**config.mk**
```make
export PLATFORM = sky130hd
export DESIGN_NAME = cdb_arbiter
export DESIGN_NICKNAME = d
export VERILOG_FILES = /design/src/rtl/cdb_arbiter.sv
export SDC_FILE = /design/constraint.sdc
export NUM_CORES = 1
export LEC_CHECK = 0
export ABC_AREA = 1
export ABC_CLOCK_PERIOD_IN_PS = 8070
export BUFFER_PORTS_ARGS = -buffer_cell sky130_fd_sc_hd__buf_2
export CAP_MARGIN = 15
export CORE_ASPECT_RATIO = 1.4
export CORE_MARGIN = 2
export CORE_UTILIZATION = 30
export CTS_CLUSTER_SIZE = 24
export DETAILED_ROUTE_END_ITERATION = 8
export GPL_TIMING_DRIVEN = 0
export HOLD_SLACK_MARGIN = 0.1
export PLACE_DENSITY = 0.47
export SYNTH_ARGS = -nofsm -noshare
export SYNTH_HDL_FRONTEND = slang
export SYNTH_SLANG_ARGS = --single-unit
export TNS_END_PERCENT = 10
```
**constraint.sdc**
```tcl
create_clock -name clk -period 8.07 [get_ports clk]
set_clock_uncertainty 0.2 [all_clocks]
set_input_delay 1.2105 -clock clk [delete_from_list [all_inputs] [get_ports clk]]
set_output_delay 1.2105 -clock clk [all_outputs]
set_load 0.02 [all_outputs]
```
**src/rtl/cdb_arbiter.sv**
```systemverilog
// cdb_arbiter
//
// Shares one common data bus (CDB) among N_SRC execution units. Every source
// owns a small private FIFO; a round-robin arbiter drains at most one FIFO head
// per cycle into a registered broadcast that goes to the ROB and the
// reservation stations. A flush (mispredict) discards everything in flight.
//
// Ports
//   clk          clock
//   rst          synchronous active-high reset
//   flush        synchronous discard of all pending results
//   src_valid    per-source result valid
//   src_rob_id   per-source tag, source i at [i*ROB_BIT +: ROB_BIT]
//   src_data     per-source result, source i at [i*DATA_WIDTH +: DATA_WIDTH]
//   src_ready    per-source FIFO can accept (registered count only)
//   cdb_en       broadcast valid
//   cdb_rob_id   broadcast tag
//   cdb_data     broadcast value
//   cdb_src      index of the granted source
//   busy         any FIFO non-empty

module cdb_arbiter #(
    parameter int N_SRC      = 3,
    parameter int ROB_BIT    = 5,
    parameter int DATA_WIDTH = 32,
    parameter int FIFO_DEPTH = 2
) (
    input  logic                          clk,
    input  logic                          rst,
    input  logic                          flush,
    input  logic [N_SRC-1:0]              src_valid,
    input  logic [N_SRC*ROB_BIT-1:0]      src_rob_id,
    input  logic [N_SRC*DATA_WIDTH-1:0]   src_data,
    output logic [N_SRC-1:0]              src_ready,
    output logic                          cdb_en,
    output logic [ROB_BIT-1:0]            cdb_rob_id,
    output logic [DATA_WIDTH-1:0]         cdb_data,
    output logic [1:0]                    cdb_src,
    output logic                          busy
);

    localparam int          PTR_W    = $clog2(FIFO_DEPTH);
    localparam int          CNT_W    = PTR_W + 1;
    localparam logic [1:0]  LAST_RST = 2'(N_SRC - 1);

    // FIFO storage and bookkeeping
    logic [ROB_BIT-1:0]    r_mem_rob  [N_SRC][FIFO_DEPTH];
    logic [DATA_WIDTH-1:0] r_mem_data [N_SRC][FIFO_DEPTH];
    logic [PTR_W-1:0]      r_wptr     [N_SRC];
    logic [PTR_W-1:0]      r_rptr     [N_SRC];
    logic [CNT_W-1:0]      r_cnt      [N_SRC];

    // Arbiter and broadcast registers
    logic [1:0]            r_last_grant;
    logic                  r_cdb_en;
    logic [ROB_BIT-1:0]    r_cdb_rob_id;
    logic [DATA_WIDTH-1:0] r_cdb_data;
    logic [1:0]            r_cdb_src;

    logic [N_SRC-1:0]      w_ready;
    logic [N_SRC-1:0]      w_nonempty;
    logic [N_SRC-1:0]      w_push;
    logic [N_SRC-1:0]      w_pop;
    logic                  w_grant_valid;
    logic [1:0]            w_grant_idx;
    logic [ROB_BIT-1:0]    w_head_rob;
    logic [DATA_WIDTH-1:0] w_head_data;

    // Ready comes only from the registered count: a pop in the same cycle does
    // not open the FIFO, which keeps ready free of any path from the arbiter.
    always_comb begin
        w_ready    = '0;
        w_nonempty = '0;
        w_push     = '0;
        for (int i = 0; i < N_SRC; i++) begin
            w_ready[i]    = (r_cnt[i] < CNT_W'(FIFO_DEPTH));
            w_nonempty[i] = (r_cnt[i] != '0);
            w_push[i]     = src_valid[i] & w_ready[i];
        end
    end

    // Round-robin search starting one past the last winner, wrapping mod N_SRC.
    always_comb begin
        w_grant_valid = 1'b0;
        w_grant_idx   = '0;
        for (int k = 1; k <= N_SRC; k++) begin
            for (int j = 0; j < N_SRC; j++) begin
                if (!w_grant_valid && w_nonempty[j] &&
                    (j == ((int'(r_last_grant) + k) % N_SRC))) begin
                    w_grant_valid = 1'b1;
                    w_grant_idx   = 2'(j);
                end
            end
        end
    end

    // Pop vector and head-of-winner mux
    always_comb begin
        w_pop       = '0;
        w_head_rob  = '0;
        w_head_data = '0;
        for (int i = 0; i < N_SRC; i++) begin
            if (w_grant_valid && (w_grant_idx == 2'(i))) begin
                w_pop[i]    = 1'b1;
                w_head_rob  = r_mem_rob[i][r_rptr[i]];
                w_head_data = r_mem_data[i][r_rptr[i]];
            end
        end
    end

    // Data storage carries no reset; validity lives entirely in the pointers.
    always_ff @(posedge clk) begin
        for (int i = 0; i < N_SRC; i++) begin
            if (w_push[i]) begin
                r_mem_rob[i][r_wptr[i]]  <= src_rob_id[i*ROB_BIT +: ROB_BIT];
                r_mem_data[i][r_wptr[i]] <= src_data[i*DATA_WIDTH +: DATA_WIDTH];
            end
        end
    end

    // Pointers and counts; flush drops both the pushes and the pop of this cycle.
    always_ff @(posedge clk) begin
        if (rst || flush) begin
            for (int i = 0; i < N_SRC; i++) begin
                r_wptr[i] <= '0;
                r_rptr[i] <= '0;
                r_cnt[i]  <= '0;
            end
        end else begin
            for (int i = 0; i < N_SRC; i++) begin
                if (w_push[i]) begin
                    r_wptr[i] <= r_wptr[i] + PTR_W'(1);
                end
                if (w_pop[i]) begin
                    r_rptr[i] <= r_rptr[i] + PTR_W'(1);
                end
                case ({w_push[i], w_pop[i]})
                    2'b10:   r_cnt[i] <= r_cnt[i] + CNT_W'(1);
                    2'b01:   r_cnt[i] <= r_cnt[i] - CNT_W'(1);
                    default: r_cnt[i] <= r_cnt[i];
                endcase
            end
        end
    end

    // Broadcast register and round-robin pointer. Tag/data hold their last
    // value when idle or flushed; consumers look at cdb_en only.
    always_ff @(posedge clk) begin
        if (rst) begin
            r_cdb_en     <= 1'b0;
            r_cdb_rob_id <= '0;
            r_cdb_data   <= '0;
            r_cdb_src    <= '0;
            r_last_grant <= LAST_RST;
        end else if (flush) begin
            r_cdb_en     <= 1'b0;
            r_last_grant <= LAST_RST;
        end else begin
            r_cdb_en <= w_grant_valid;
            if (w_grant_valid) begin
                r_cdb_rob_id <= w_head_rob;
                r_cdb_data   <= w_head_data;
                r_cdb_src    <= w_grant_idx;
                r_last_grant <= w_grant_idx;
            end
        end
    end

    assign src_ready  = w_ready;
    assign busy       = |w_nonempty;
    assign cdb_en     = r_cdb_en;
    assign cdb_rob_id = r_cdb_rob_id;
    assign cdb_data   = r_cdb_data;
    assign cdb_src    = r_cdb_src;

endmodule

```
Word-level counts from Yosys, hierarchy flattened
Memory sizes are Yosys's and may differ from the RTL's.
Cells that the tools add are included.
- bits in registers: 42
- RAM bits: 234
- input bits: 117
- output and inout bits: 44
- word-level logic and storage cells: 248
- memories: 5
- memories (memory ; depth ; bits a word ; read ports ; clocked after Yosys merged registers in ; wr ports ; line ; source):
    r_mem_data ; 3 ; 64 ; 3 ; 0 ; 3 ; 48 ; logic [DATA_WIDTH-1:0] r_mem_data [N_SRC][FIFO_DEPTH];
    r_mem_rob ; 3 ; 10 ; 3 ; 0 ; 3 ; 47 ; logic [ROB_BIT-1:0] r_mem_rob [N_SRC][FIFO_DEPTH];
    r_cnt ; 3 ; 2 ; 3 ; 0 ; 3 ; 51 ; logic [CNT_W-1:0] r_cnt [N_SRC];
    r_rptr ; 3 ; 1 ; 3 ; 0 ; 3 ; 50 ; logic [PTR_W-1:0] r_rptr [N_SRC];
    r_wptr ; 3 ; 1 ; 3 ; 0 ; 3 ; 49 ; logic [PTR_W-1:0] r_wptr [N_SRC];
- add/subtract/negate cells: 15
- divide/modulo/power cells: 3
- magnitude comparators: 12
- eq/ne operators: 14
- mux-type cells: 124
- bitwise operators: 25
- reduce and logical (&&, ||, !) cells: 45
- operators with widths (operator ; count):
    $mux 32 ; 15
    $mux 64 ; 3
    $demux 32 s1 ; 3
    $eq 2x32->1 const A ; 3
    $eq 3x32->1 const A ; 3
    $logic_not 32->1 ; 3
    $mod 32x3->32 const B ; 3
    $mux 5 ; 15
    $mux 1 ; 66
    $mux 2 ; 16
    $mux 10 ; 3
    $logic_and 1x1->1 ; 23
    $demux 5 s1 ; 3
    $or 1x1->1 ; 15
    $ge 2x2->1 const B ; 6
    $not 1->2 ; 6
    $eq 2x1->1 const B ; 4
    $eq 2x2->1 const B ; 4
    $logic_not 1->1 ; 8
    $reduce_or 2->1 ; 4
    $add 1x1->1 const B ; 6
    $add 2x1->2 const B ; 3
    $add 2x2->3 const B ; 2
    $lt 2x1->1 const B ; 3
    other kinds (10) ; 18

Depth between registers and ports, before layout
Gate-level depths: netlist (run 1).
- word-level depth: 47
- depth in mapped cells: 15
- depth with buffers taken out: 13

Worst setup path after synthesis (run 1)
OpenSTA, ideal clock, no wires.
- kind: input -> register
- from: input src_valid[2]
- to: memory r_mem_data[0][128] (netlist name), enable pin
- data arrival time: 2.912 ns
- data required time: 7.439 ns
- path slack: 4.527 ns
- cell stages on the path: 2
- buffers on the path: 0
- cell sequence: nand2_1 > nor2_1
- RTL lines (what ; line ; source):
    start, declared ; 31 ; input logic [N_SRC-1:0] src_valid,
    end, declared ; 48 ;

==> flow_summary.html, run 1 <==
<table>
<tr><th>Metric</th><th>Value</th></tr>
<tr><th colspan="2">Critical path</th></tr>
<tr><td>Start point of the critical path</td><td>r_cnt[2][1]</td></tr>
<tr><td>Worst-path fanout max</td><td>5</td></tr>
<tr><td>Worst path required time</td><td>6.66 ns</td></tr>
<tr><td>Register-to-register setup slack</td><td>5.07 ns</td></tr>
<tr><td>Data arrival time of the worst path</td><td>1.60 ns</td></tr>
<tr><td>Reg-to-Reg End</td><td>r_cnt[2][1]</td></tr>
<tr><td>CP Launch Type</td><td>flop</td></tr>
<tr><td>Capturing element type of the critical path</td><td>primary output</td></tr>
<tr><td>Launch instance of the worst register-to-register path</td><td>r_last_grant[0]</td></tr>
<tr><td>Startpoint-to-endpoint class of the critical path</td><td>reg -&gt; out</td></tr>
<tr><td>Number of cells on the worst reg-to-reg path</td><td>13</td></tr>
<tr><th colspan="2">Clock tree</th></tr>
<tr><td>Clock tree from TritonCTS</td><td>built</td></tr>
<tr><td>Clock root cell</td><td>clkbuf_16</td></tr>
<tr><td>Clock-pin slew reported for the worst setup and hold paths after clock tree synthesis</td><td>0.06 ns</td></tr>
<tr><td>H-Tree Level Count</td><td>1</td></tr>
<tr><td>Number of hold-repair buffers added at the cts stage</td><td>0</td></tr>
<tr><td>Number of buffers created by CTS</td><td>27</td></tr>
<tr><td>Max clock buf depth</td><td>3</td></tr>
<tr><td>TritonCTS Sinks</td><td>276</td></tr>
<tr><td>Later-pin clock latency in the skew report</td><td>0.55 ns</td></tr>
<tr><td>Setup bufs post-CTS</td><td>0</td></tr>
<tr><td>Number of gates given a new drive strength after cts</td><td>0</td></tr>
<tr><th colspan="2">Place</th></tr>
<tr><td>Total instance count after detailed placement</td><td>1,483</td></tr>
<tr><td>Number of port buffers</td><td>160</td></tr>
<tr><td>Post-DP HPWL</td><td>21.5 mm</td></tr>
<tr><td>Final RePlAce weighted congestion</td><td>0.739</td></tr>
<tr><th colspan="2">Synth</th></tr>
<tr><td>YS warnings</td><td>0</td></tr>
<tr><td>Biggest area consumer among synthesized cells</td><td>edfxtp_1</td></tr>
<tr><td>Async SR Flop Fraction</td><td>0%</td></tr>
<tr><td>List of most frequent post-synthesis cells</td><td>edfxtp_1, nand2_1, nor2_1, mux2i_1, a21oi_1</td></tr>
<tr><td>Top area cells in the synthesized netlist</td><td>edfxtp_1, dfxtp_1, mux2i_1</td></tr>
<tr><td>Synthesized flop and latch total</td><td>276</td></tr>
<tr><td>Per-instance average area after synthesis</td><td>13.3 um^2</td></tr>
<tr><td>Synth Net Count</td><td>968</td></tr>
<tr><td>Proportion of netlist area held by the largest area contributor</td><td>62.4%</td></tr>
<tr><td>Post-Syn Area</td><td>11,300 um^2</td></tr>
<tr><td>Number of distinct library cells after synthesis</td><td>28</td></tr>
<tr><td>Post-Syn Instances</td><td>844</td></tr>
<tr><td>Most numerous cell in the Yosys netlist</td><td>edfxtp_1</td></tr>
<tr><td>Ys flop type</td><td>edfxtp_1</td></tr>
<tr><td>Register area share after synthesis</td><td>69.8%</td></tr>
<tr><td>Post-synth EDFFs</td><td>234</td></tr>
<tr><th colspan="2">Hold path</th></tr>
<tr><td>Source of the worst hold timing path</td><td>cdb_data[6]</td></tr>
<tr><td>Terminating pin of the worst hold path</td><td>cdb_data[6]</td></tr>
<tr><td>Class of the most critical hold timing path</td><td>reg -&gt; reg</td></tr>
<tr><td>Number of stages on the worst hold path</td><td>2</td></tr>
<tr><th colspan="2">Drt</th></tr>
<tr><td>Initial DRT Pass Iterations</td><td>4</td></tr>
<tr><td>Wire length reported by the detailed router</td><td>29.8 mm</td></tr>
<tr><td>Vias after detailed routing</td><td>6,903</td></tr>
<tr><td>Detailed Route Iter0 Violations</td><td>351</td></tr>
<tr><td>Routed wire per std cell</td><td>19.4 um</td></tr>
<tr><td>Remaining routing DRC violations</td><td>0</td></tr>
<tr><td>Count of nets left with antenna violations after detail routing</td><td>0</td></tr>
<tr><td>Via count normalized by instance count</td><td>4.50</td></tr>
<tr><th colspan="2">Global routing</th></tr>
<tr><td>Maximum number of pins on one net before global-route repair</td><td>28</td></tr>
<tr><td>Global-route congestion overflow total</td><td>0</td></tr>
<tr><td>Via count of the first global-routing pass</td><td>7,337</td></tr>
<tr><td>Wire length of the first global-routing pass</td><td>44.1 mm</td></tr>
<tr><td>Global routing usage summed across all routing layers</td><td>15.2%</td></tr>
<tr><td>Initial antenna violation count</td><td>3</td></tr>
<tr><th colspan="2">Layout</th></tr>
<tr><td>Layout cells sized above 1</td><td>31.4%</td></tr>
<tr><td>Flip-flop and latch area</td><td>7870 um^2</td></tr>
<tr><td>Final non-filler cell total</td><td>1,535</td></tr>
<tr><td>Layout-stage area growth over the synthesis result</td><td>21.5%</td></tr>
<tr><td>Footprint of the multi-input gates</td><td>3070 um^2</td></tr>
<tr><td>Layout fillers</td><td>3,640</td></tr>
<tr><td>Number of nets at the end of the flow</td><td>1,163</td></tr>
<tr><th colspan="2">STA</th></tr>
<tr><td>Final critical delay including setup and external delays</td><td>3.01 ns</td></tr>
<tr><td>Finish-stage setup viols</td><td>0</td></tr>
<tr><td>Post-route clock period utilization</td><td>37.3%</td></tr>
<tr><td>Count of final max-slew check failures</td><td>0</td></tr>
<tr><td>Setup repair after global routing missed its margin</td><td>no</td></tr>
<tr><td>Peak Freq</td><td>332 MHz</td></tr>
<tr><td>Number of hold violations in the final report</td><td>0</td></tr>
<tr><td>Worst Max-Slew Pin Slew</td><td>0.925 ns</td></tr>
<tr><td>Tightest slew margin relative to the limit</td><td>38.3%</td></tr>
<tr><td>Total negative setup slack</td><td>0 ns</td></tr>
<tr><th colspan="2">Power</th></tr>
<tr><td>Combinational Power Share</td><td>42.5%</td></tr>
<tr><td>P per Cell Area</td><td>396 nW/um^2</td></tr>
<tr><td>Flop pwr share</td><td>34.6%</td></tr>
<tr><td>Switching power</td><td>2.12 mW</td></tr>
<tr><td>Sw Ratio</td><td>39.1%</td></tr>
<tr><td>Peak supply drop</td><td>164 uV</td></tr>
<tr><td>Internal power consumption</td><td>3.30 mW</td></tr>
<tr><td>LEAKAGE</td><td>5.17 nW</td></tr>
<tr><td>Clock network fraction of total power</td><td>22.9%</td></tr>
<tr><th colspan="2">Floorplan</th></tr>
<tr><td>Core Area</td><td>37,300 um^2</td></tr>
<tr><td>Number of placement rows</td><td>84</td></tr>
<tr><td>Horizontal extent of the die</td><td>168 um</td></tr>
<tr><td>I/O pin count</td><td>161</td></tr>
<tr><td>Height of the die</td><td>233 um</td></tr>
<tr><td>Die area</td><td>39,100 um^2</td></tr>
<tr><td>Initial Utilization</td><td>30.2%</td></tr>
<tr><th colspan="2">Status</th></tr>
<tr><td>Result of the run</td><td>finished, final reports clean</td></tr>
<tr><th colspan="2">Flow run</th></tr>
<tr><td>Maxcap violations</td><td>0</td></tr>
</table>
state kept, by name (all words and copies together) (netlist names):
register and count:
cdb_data 32, cdb_en 1, cdb_rob_id 5, cdb_src 2
r_cnt 6, r_last_grant 2, r_mem_data 192, r_mem_rob 30
r_rptr 3, r_wptr 3
final cells by class:
class                           instances  area share (%)
Antenna cell                            3          0.0548
Clock buffer                           44            5.92
Inverter                               25           0.685
Multi-Input combinational cell        498            22.4
Timing Repair Buffer                  166            6.73
Clock inverter                          5           0.347
Sequential cell                       276            57.5
Buffer                                 45            2.02
Tap cell                              473            4.32
metal layers:
metal	track usage [%]	share of wire [%]	vias to the layer above
met5	0	0.044	-
met4	4.59	2.4	2
met2	29.5	54	146
li1	-	-	3396
met3	2.27	4.0	40
met1	17.2	40	3319
logic make-up after synthesis:
| logic type | after synthesis | synth area share, % |
|---|---|---|
| simple gates | 294 | 11.3 |
| flops | 276 | 69.8 |
| mux | 111 | 10.3 |
| compound gates | 86 | 4.50 |
| buf+inv | 70 | 3.29 |
| fa+ha+maj | 7 | 0.777 |
how the worst max path moves through the flow:
stage                    endpoint  cells after the start
2_1_floorplan  r_mem_data[0][128]                      2
3_3_place_gp   r_mem_data[0][149]                      3
3_5_place_dp         cdb_data[13]                      4
4_1_cts                      busy                      4
5_1_grt               r_cnt[2][1]                     13
6_report                     busy                      4
power by group through the flow:
stage	Combinational [mW]	Clock, mW	Sequential, mW
final	2.30	1.24	1.87
after global routing	2.58	1.32	1.89
after CTS	2.38	1.28	1.88
after detailed placement	2.37	0	1.91
after global placement	2.34	0	1.92
after floorplan	1.52	0	1.94
worst max-delay path, stage by stage, from the launching register on:
cell and delay [ns]:
edfxtp_1 0.37, inv_1 0.12, ha_1 0.28, nand3_1 0.12, buf_2 0.18
cell usage in the layout (no fill, tap or decap), types with 3 or more instances in the layout:
cell type    n
edfxtp_1   234
buf_2      177
nand2_1    115
nor2_1      90
mux2i_1     74
a21oi_1     60
nand3_1     42
dfxtp_1     42
mux2_2      37
clkbuf_16   28
clkbuf_1    24
nand2_2     23
inv_1       20
a21oi_2     19
nor2_4       9
buf_6        9
ha_1         7
buf_12       6
inv_2        5
nor2_2       5
buf_4        5
clkbuf_8     5
nand4_1      4
o21ai_0      4
diode_2      3
nor3_1       3
metrics by stage:
stage / setup WS (ns) / area, um^2 / utilization (%) / power (mW) / hold slack, ns
global route: 4.78 / 13700 / 36.7 / 5.80 / 0.285
detailed placement: 5.06 / 12800 / 34.4 / 4.28 / 0.257
CTS: 4.99 / 13700 / 36.7 / 5.53 / 0.268
finish: 5.06 / 13700 / 36.7 / 5.42 / 0.266
global placement: 2.90 / 12700 / 33.9 / 4.26 / 0.262
floorplan: 4.53 / 11300 / - / 3.47 / 0.256
(Power assumes the default switching activity.)
==> run 2, diff against run 1 <==
--- a/config.mk
+++ b/config.mk
@@ -6,7 +6,7 @@
 export NUM_CORES = 1
 export LEC_CHECK = 0
 export ABC_AREA = 1
-export ABC_CLOCK_PERIOD_IN_PS = 8070
+export ABC_CLOCK_PERIOD_IN_PS = 3100
 export BUFFER_PORTS_ARGS = -buffer_cell sky130_fd_sc_hd__buf_2
 export CAP_MARGIN = 15
 export CORE_ASPECT_RATIO = 1.4
==> constraint.sdc (replaced) <==
create_clock -name clk -period 3.1 [get_ports clk]
set_clock_uncertainty 0.2 [all_clocks]
set_input_delay 0.465 -clock clk [delete_from_list [all_inputs] [get_ports clk]]
set_output_delay 0.465 -clock clk [all_outputs]
set_load 0.02 [all_outputs]
==> run 2 against run 1 <==
Effect of this change:
- combinational power increased to 2.7 times the previous value
- critical path depth is 9 higher
- via count increased by 5.7%
- power grew to 2.6 times the previous value
- critical path type is now reg -> reg
- flip-flop and latch count did not move
- critical endpoint is now r_cnt[0][1]
- worst hold slack lost 0.043 ns
- sequential share of layout area fell by 4.3 points
==> flow_summary.html, run 2 (synthesis results as in run 1) <==
<table>
<tr><th>Metric</th><th>Value</th></tr>
<tr><th colspan="2">Global routing</th></tr>
<tr><td>Initial antenna violation count</td><td>0 (-3)</td></tr>
<tr><td>Maximum number of pins on one net before global-route repair</td><td>28 (unchanged)</td></tr>
<tr><td>Via count of the first global-routing pass</td><td>7,747 (+5.6%)</td></tr>
<tr><td>Global routing usage summed across all routing layers</td><td>15.5% (+0.26 points)</td></tr>
<tr><td>Global-route congestion overflow total</td><td>0 (unchanged)</td></tr>
<tr><td>Wire length of the first global-routing pass</td><td>45.2 mm (+2.5%)</td></tr>
<tr><th colspan="2">Layout</th></tr>
<tr><td>Number of flip-flops in the largest register</td><td>192 (unchanged)</td></tr>
<tr><td>Layout fillers</td><td>3,580 (-1.6%)</td></tr>
<tr><td>Footprint of the multi-input gates</td><td>3080 um^2 (+0.16%)</td></tr>
<tr><td>Number of antenna diodes</td><td>0 (-3)</td></tr>
<tr><td>Flip-flop and latch area</td><td>7870 um^2 (unchanged)</td></tr>
<tr><td>Leading cell types in the layout, fill and taps excluded</td><td>edfxtp_1, buf_2, nand2_1</td></tr>
<tr><td>Most common cell after layout, fill and taps aside</td><td>edfxtp_1</td></tr>
<tr><td>Layout cells sized above 1</td><td>28.4% (-3.1 points)</td></tr>
<tr><td>Number of nets at the end of the flow</td><td>1,274 (+9.5%)</td></tr>
<tr><td>Layout-stage area growth over the synthesis result</td><td>31.4%</td></tr>
<tr><td>Final non-filler cell area</td><td>14,800 um^2 (+8.1%)</td></tr>
<tr><th colspan="2">Critical path</th></tr>
<tr><td>Worst-path fanout max</td><td>10 (+5)</td></tr>
<tr><td>Buffer and inverter count on the worst path</td><td>4 (+2)</td></tr>
<tr><td>Largest delay share family, worst path</td><td>simple AND/OR/NAND/NOR gates</td></tr>
<tr><td>Critical path's largest stage delay</td><td>0.36 ns (about the same)</td></tr>
<tr><td>Ordered list of cells on the worst path</td><td>inv_1 &gt; ha_1 &gt; o21ai_2 &gt; nor2_1 &gt; a31oi_1 &gt; nand2_2 &gt; nor2_2 &gt; buf_4 &gt; buf_6 &gt; nand2_1 &gt; inv_1 &gt; ha_1 &gt; nand2_1</td></tr>
<tr><td>Capturing element type of the critical path</td><td>flop</td></tr>
<tr><td>Startpoint-to-endpoint class of the critical path</td><td>reg -&gt; reg</td></tr>
<tr><td>CP Launch Type</td><td>flop</td></tr>
<tr><td>Data arrival time of the worst path</td><td>2.94 ns (+1.34 ns)</td></tr>
<tr><td>Slowest cell on crit path</td><td>dfxtp_1</td></tr>
<tr><td>Worst path required time</td><td>3.16 ns (-3.50 ns)</td></tr>
<tr><th colspan="2">Place</th></tr>
<tr><td>Final RePlAce weighted congestion</td><td>0.739 (unchanged)</td></tr>
<tr><td>Number of port buffers</td><td>160 (unchanged)</td></tr>
<tr><td>Post-DP HPWL</td><td>21.5 mm (unchanged)</td></tr>
<tr><td>Cell Area, Placed</td><td>12,800 um^2 (unchanged)</td></tr>
<tr><th colspan="2">STA</th></tr>
<tr><td>Tightest slew margin relative to the limit</td><td>38.3% (about the same)</td></tr>
<tr><td>Count of final max-slew check failures</td><td>0 (unchanged)</td></tr>
<tr><td>Finish-stage setup viols</td><td>0 (unchanged)</td></tr>
<tr><td>Final critical delay including setup and external delays</td><td>2.88 ns</td></tr>
<tr><td>Number of hold violations in the final report</td><td>0 (unchanged)</td></tr>
<tr><td>Total negative setup slack</td><td>0 ns (unchanged)</td></tr>
<tr><td>Worst Max-Slew Pin Slew</td><td>0.925 ns (+0.000240 ns)</td></tr>
<tr><td>Setup repair after global routing missed its margin</td><td>yes</td></tr>
<tr><td>Post-route clock period utilization</td><td>92.9%</td></tr>
<tr><td>Peak Freq</td><td>347 MHz</td></tr>
<tr><th colspan="2">Clock tree</th></tr>
<tr><td>Number of buffers created by CTS</td><td>27 (unchanged)</td></tr>
<tr><td>H-Tree Level Count</td><td>1 (unchanged)</td></tr>
<tr><td>Clock-pin slew reported for the worst setup and hold paths after clock tree synthesis</td><td>0.06 ns (about the same)</td></tr>
<tr><td>Max clock buf depth</td><td>3 (unchanged)</td></tr>
<tr><td>Later-pin clock latency in the skew report</td><td>0.55 ns (about the same)</td></tr>
<tr><td>Clock root cell</td><td>clkbuf_16</td></tr>
<tr><td>TritonCTS Sinks</td><td>276 (unchanged)</td></tr>
<tr><td>Clock tree from TritonCTS</td><td>built</td></tr>
<tr><th colspan="2">Status</th></tr>
<tr><td>Result of the run</td><td>finished, final reports clean</td></tr>
<tr><th colspan="2">Drt</th></tr>
<tr><td>Count of nets left with antenna violations after detail routing</td><td>0 (unchanged)</td></tr>
<tr><td>Via count normalized by instance count</td><td>4.44 (-1.3%)</td></tr>
<tr><td>Wire length reported by the detailed router</td><td>30.4 mm (+2.0%)</td></tr>
<tr><td>Remaining routing DRC violations</td><td>0 (unchanged)</td></tr>
<tr><td>Initial DRT Pass Iterations</td><td>4 (unchanged)</td></tr>
<tr><td>Vias after detailed routing</td><td>7,296 (+5.7%)</td></tr>
<tr><td>Detailed Route Iter0 Violations</td><td>353 (+0.57%)</td></tr>
<tr><td>Routed wire per std cell</td><td>18.5 um (-4.7%)</td></tr>
<tr><th colspan="2">Floorplan</th></tr>
<tr><td>Initial Utilization</td><td>30.2% (unchanged)</td></tr>
<tr><td>I/O pin count</td><td>161 (unchanged)</td></tr>
<tr><td>Number of placement rows</td><td>84 (unchanged)</td></tr>
<tr><td>Core Area</td><td>37,300 um^2 (unchanged)</td></tr>
<tr><td>Height of the die</td><td>233 um (unchanged)</td></tr>
<tr><td>Horizontal extent of the die</td><td>168 um (unchanged)</td></tr>
<tr><td>Die area</td><td>39,100 um^2 (unchanged)</td></tr>
<tr><th colspan="2">Power</th></tr>
<tr><td>P per Cell Area</td><td>961 nW/um^2 (+140%)</td></tr>
<tr><td>LEAKAGE</td><td>5.64 nW (+9.0%)</td></tr>
<tr><td>Peak supply drop</td><td>427 uV (+160%)</td></tr>
<tr><th colspan="2">Hold path</th></tr>
<tr><td>Class of the most critical hold timing path</td><td>in -&gt; reg</td></tr>
<tr><th colspan="2">Flow run</th></tr>
<tr><td>Maxcap violations</td><td>0 (unchanged)</td></tr>
</table>
run 2: cell types whose count changed in the layout (fill, tap and decap cells not counted):
cell,delta
buf_2,-1
nor2_2,-1
o21ai_0,-1
nor2_4,+1
dlygate4sd3_1,+112
diode_2,-3
o21ai_1,+1
run 2: where the power goes:
| group | total, mW | internal, mW | switching, mW | leakage, nW |
|---|---|---|---|---|
| sequential | 4.88 | 4.67 | 0.211 | 2.54 |
| combinational | 6.11 | 2.15 | 3.96 | 2.67 |
| clock | 3.23 | 1.86 | 1.37 | 0.419 |
run 2: worst reg2reg max path, cell delays in order (launching register included):
cell     delay, ns
dfxtp_1       0.36
inv_1         0.05
ha_1          0.35
o21ai_2       0.11
nor2_1        0.08
a31oi_1       0.17
nand2_2       0.14
nor2_2        0.19
buf_4         0.24
buf_6         0.18
nand2_1       0.09
inv_1         0.10
ha_1          0.23
nand2_1       0.11
run 2: through the flow:
stage	setup WS, ns	util (%)	hold slack [ns]	power, mW	instances
CTS	0.0804	39.7	0.204	14.5	1644
global route	-0.0121	39.7	0.238	15.2	1643
floorplan	0.127	-	0.256	9.02	844
global placement	-1.32	33.9	0.262	11.1	1477
finish	0.220	39.7	0.222	14.2	1643
detailed placement	0.104	34.4	0.257	11.1	1483
run 2: final timing paths:
path              slack [ns]  cells after the start       startpoint           end
setup / recovery        0.22                     13  r_last_grant[0]   r_cnt[0][1]
hold / removal          0.22                      3     src_valid[0]  r_wptr[0][0]
setup reg to reg        0.22                     13  r_last_grant[0]   r_cnt[0][1]
hold reg to reg         0.27                      2      cdb_data[6]   cdb_data[6]
run 2: area by class of cell:
class | instances | share of cell area [%]
repair buffers | 278 | 13.8
multi-input cells | 498 | 20.8
clock inverters | 5 | 0.321
well taps | 473 | 4.00
clock buffers | 44 | 5.48
flip-flops and latches | 276 | 53.1
plain buffers | 44 | 1.83
inverters | 25 | 0.634
run 2: layer usage:
layer | track usage, % | up-vias | wire length (um)
met1 | 17.7 | 3500 | 12300
li1 | - | 3613 | -
met5 | 0 | - | 0
met3 | 1.85 | 40 | 1020
met4 | 4.65 | 0 | 710
met2 | 30.1 | 143 | 16400
run 2: what timing repair did:
| action | CTS | global route |
|---|---|---|
| endpoints found under the setup margin | 0 | 6 |
| hold buffers | 112 | 0 |
| buffers inserted | 0 | 0 |
| resized for setup | 0 | 2 |
| hold endpoints to repair | 223 | 0 |
==> run 3, diff against run 2 <==
--- a/config.mk
+++ b/config.mk
@@ -9,7 +9,6 @@
 export ABC_CLOCK_PERIOD_IN_PS = 3100
 export BUFFER_PORTS_ARGS = -buffer_cell sky130_fd_sc_hd__buf_2
 export CAP_MARGIN = 15
-export CORE_ASPECT_RATIO = 1.4
 export CORE_MARGIN = 2
 export CORE_UTILIZATION = 30
 export CTS_CLUSTER_SIZE = 24
==> run 3 against run 2 <==
Effect of this change:
- final cell count increased by 0.61%
- clock power is 19% higher
- power grew 4.9%
- flip-flop and latch count stayed put
==> flow_summary.html, run 3 (synthesis results as in run 1) <==
<table>
<tr><th>Metric</th><th>Value</th></tr>
<tr><th colspan="2">STA</th></tr>
<tr><td>Worst Max-Slew Pin Slew</td><td>0.962 ns (+0.0365 ns)</td></tr>
<tr><td>Finish-stage setup viols</td><td>0 (unchanged)</td></tr>
<tr><td>Number of hold violations in the final report</td><td>0 (unchanged)</td></tr>
<tr><td>Final critical delay including setup and external delays</td><td>2.90 ns (+0.0186 ns)</td></tr>
<tr><td>Worst setup slack after layout</td><td>0.201 ns (-0.0186 ns)</td></tr>
<tr><td>Peak Freq</td><td>345 MHz (-0.64%)</td></tr>
<tr><td>Setup repair after global routing missed its margin</td><td>no</td></tr>
<tr><td>Tightest slew margin relative to the limit</td><td>35.9% (-2.4 points)</td></tr>
<tr><td>Post-route clock period utilization</td><td>93.5% (+0.60 points)</td></tr>
<tr><td>Count of final max-slew check failures</td><td>0 (unchanged)</td></tr>
<tr><th colspan="2">Drt</th></tr>
<tr><td>Wire length reported by the detailed router</td><td>30.4 mm (about the same)</td></tr>
<tr><td>Via count normalized by instance count</td><td>4.46 (+0.42%)</td></tr>
<tr><td>Count of nets left with antenna violations after detail routing</td><td>0 (unchanged)</td></tr>
<tr><td>Remaining routing DRC violations</td><td>0 (unchanged)</td></tr>
<tr><td>Detailed Route Iter0 Violations</td><td>379 (+7.4%)</td></tr>
<tr><td>Vias after detailed routing</td><td>7,371 (+1.0%)</td></tr>
<tr><td>Routed wire per std cell</td><td>18.4 um (-0.58%)</td></tr>
<tr><td>Initial DRT Pass Iterations</td><td>4 (unchanged)</td></tr>
<tr><th colspan="2">Layout</th></tr>
<tr><td>Final cell utilization of the core</td><td>41.1% (+1.4 points)</td></tr>
<tr><td>Most common cell after layout, fill and taps aside</td><td>edfxtp_1</td></tr>
<tr><td>Number of nets at the end of the flow</td><td>1,284 (+0.78%)</td></tr>
<tr><td>Number of flip-flops in the largest register</td><td>192 (unchanged)</td></tr>
<tr><td>Leading cell types in the layout, fill and taps excluded</td><td>edfxtp_1, buf_2, nand2_1</td></tr>
<tr><td>Number of antenna diodes</td><td>0 (unchanged)</td></tr>
<tr><td>Final non-filler cell area</td><td>15,100 um^2 (+2.1%)</td></tr>
<tr><td>Layout-stage area growth over the synthesis result</td><td>34.1%</td></tr>
<tr><td>Layout cells sized above 1</td><td>29.5% (+1.1 points)</td></tr>
<tr><th colspan="2">Critical path</th></tr>
<tr><td>Startpoint-to-endpoint class of the critical path</td><td>reg -&gt; reg</td></tr>
<tr><td>Worst path required time</td><td>3.10 ns (-0.06 ns)</td></tr>
<tr><td>Largest delay share family, worst path</td><td>simple AND/OR/NAND/NOR gates</td></tr>
<tr><td>Slowest cell on crit path</td><td>dfxtp_1</td></tr>
<tr><td>Data arrival time of the worst path</td><td>2.90 ns (-0.04 ns)</td></tr>
<tr><td>Capturing element type of the critical path</td><td>flop</td></tr>
<tr><td>Worst-path fanout max</td><td>10 (unchanged)</td></tr>
<tr><td>Ordered list of cells on the worst path</td><td>inv_1 &gt; ha_1 &gt; o21ai_2 &gt; nand2_2 &gt; nor2_4 &gt; nand4_2 &gt; nor2_4 &gt; nor2_2 &gt; buf_4 &gt; buf_6 &gt; nand2_1 &gt; inv_1 &gt; ha_1 &gt; nand2_1</td></tr>
<tr><td>Buffer and inverter count on the worst path</td><td>4 (unchanged)</td></tr>
<tr><td>CP Launch Type</td><td>flop</td></tr>
<tr><td>Critical path's largest stage delay</td><td>0.35 ns (about the same)</td></tr>
<tr><th colspan="2">Global routing</th></tr>
<tr><td>Via count of the first global-routing pass</td><td>7,589 (-2.0%)</td></tr>
<tr><td>Wire length of the first global-routing pass</td><td>45.3 mm (about the same)</td></tr>
<tr><td>Maximum number of pins on one net before global-route repair</td><td>23 (-18%)</td></tr>
<tr><td>Global-route congestion overflow total</td><td>0 (unchanged)</td></tr>
<tr><td>Initial antenna violation count</td><td>0 (unchanged)</td></tr>
<tr><td>Global routing usage summed across all routing layers</td><td>15.6% (+0.11 points)</td></tr>
<tr><th colspan="2">Clock tree</th></tr>
<tr><td>Number of buffers created by CTS</td><td>34 (+26%)</td></tr>
<tr><td>H-Tree Level Count</td><td>2 (+1)</td></tr>
<tr><td>TritonCTS Sinks</td><td>276 (unchanged)</td></tr>
<tr><td>Clock-pin slew reported for the worst setup and hold paths after clock tree synthesis</td><td>0.06 ns (about the same)</td></tr>
<tr><td>Max clock buf depth</td><td>3 (unchanged)</td></tr>
<tr><td>Setup bufs post-CTS</td><td>0 (unchanged)</td></tr>
<tr><td>Later-pin clock latency in the skew report</td><td>0.50 ns (-0.05 ns)</td></tr>
<tr><td>Clock tree from TritonCTS</td><td>built</td></tr>
<tr><td>Clock root cell</td><td>clkbuf_16</td></tr>
<tr><th colspan="2">Floorplan</th></tr>
<tr><td>Die area</td><td>39,100 um^2 (about the same)</td></tr>
<tr><td>Core Area</td><td>36,800 um^2 (-1.4%)</td></tr>
<tr><td>Initial Utilization</td><td>30.6% (+0.43 points)</td></tr>
<tr><td>Height of the die</td><td>198 um (-15%)</td></tr>
<tr><td>I/O pin count</td><td>161 (unchanged)</td></tr>
<tr><td>Number of placement rows</td><td>70 (-17%)</td></tr>
<tr><td>Horizontal extent of the die</td><td>198 um (+18%)</td></tr>
<tr><th colspan="2">Place</th></tr>
<tr><td>Number of port buffers</td><td>160 (unchanged)</td></tr>
<tr><td>Final RePlAce weighted congestion</td><td>0.761 (+3.0%)</td></tr>
<tr><td>DP Worst Slack</td><td>0.114 ns (+0.0107 ns)</td></tr>
<tr><td>Post-DP HPWL</td><td>21.5 mm (-0.17%)</td></tr>
<tr><td>Cell Area, Placed</td><td>12,900 um^2 (+0.50%)</td></tr>
<tr><th colspan="2">Power</th></tr>
<tr><td>P per Cell Area</td><td>987 nW/um^2 (+2.7%)</td></tr>
<tr><td>Peak supply drop</td><td>414 uV (-3.1%)</td></tr>
<tr><td>LEAKAGE</td><td>5.80 nW (+2.8%)</td></tr>
<tr><td>Power consumption</td><td>14.9 mW (+4.9%)</td></tr>
<tr><th colspan="2">Hold path</th></tr>
<tr><td>Class of the most critical hold timing path</td><td>reg -&gt; reg</td></tr>
<tr><th colspan="2">Status</th></tr>
<tr><td>Result of the run</td><td>finished, final reports clean</td></tr>
<tr><th colspan="2">Flow run</th></tr>
<tr><td>Maxcap violations</td><td>0 (unchanged)</td></tr>
</table>
[run 3: changes by cell type in the layout (fill, tap and decap cells not counted), sizes merged]
cell / previous run / this run
inv: 25 / 27
bufinv: 1 / 2
buf: 197 / 200
clkbuf: 57 / 61
clkinv: 4 / 9
[run 3: what timing repair did]
action | in CTS | in global routing
hold endpoints to repair | 223 | 0
endpoints found under the setup margin | 0 | 5
hold buffers | 112 | 0
gates resized for setup | 0 | 2
[run 3: layout make-up]
class | instances | area (um^2)
timing repair buffer | 280 | 2110
fill | 3560 | 21700
sequential | 276 | 7870
clock buffer | 48 | 975
buffer | 45 | 277
multi-input combinational | 498 | 3080
clock inverter | 13 | 121
inverter | 25 | 93.8
tap | 468 | 586
[run 3: tightest hold or removal path: stages (launching register included)]
cell and delay (ns):
dfxtp_1 0.31, nand2_1 0.06, a21oi_1 0.05
[run 3: layer usage]
metal / global-route usage [%] / vias to the layer above / share of wire [%]
li1: - / 3653 / -
met1: 21.0 / 3514 / 46
met2: 26.2 / 162 / 48
met3: 2.55 / 42 / 4.1
met4: 4.15 / 0 / 1.9
met5: 0 / - / 0
[run 3: power breakdown]
| part | switching (mW) | internal (mW) |
|---|---|---|
| Sequential | 0.206 | 4.67 |
| Combinational | 4.01 | 2.19 |
| Clock | 1.48 | 2.36 |
| Total | 5.69 | 9.22 |
[run 3: final timing paths]
kind,from,to,slack (ns),cells past startpoint
min,cdb_data[24],cdb_data[24],0.26,2
min reg2reg,cdb_data[24],cdb_data[24],0.26,2
max reg2reg,r_last_grant[0],r_cnt[0][0],0.20,14
max,r_last_grant[0],r_cnt[0][0],0.20,14
[run 3: stage by stage]
step                TNS, ns  instances  hold slack (ns)
floorplan                 0        844            0.256
global placement    -280.30       1472            0.250
detailed placement        0       1480            0.255
CTS                       0       1653            0.264
global route              0       1653            0.286
finish                    0       1653            0.264
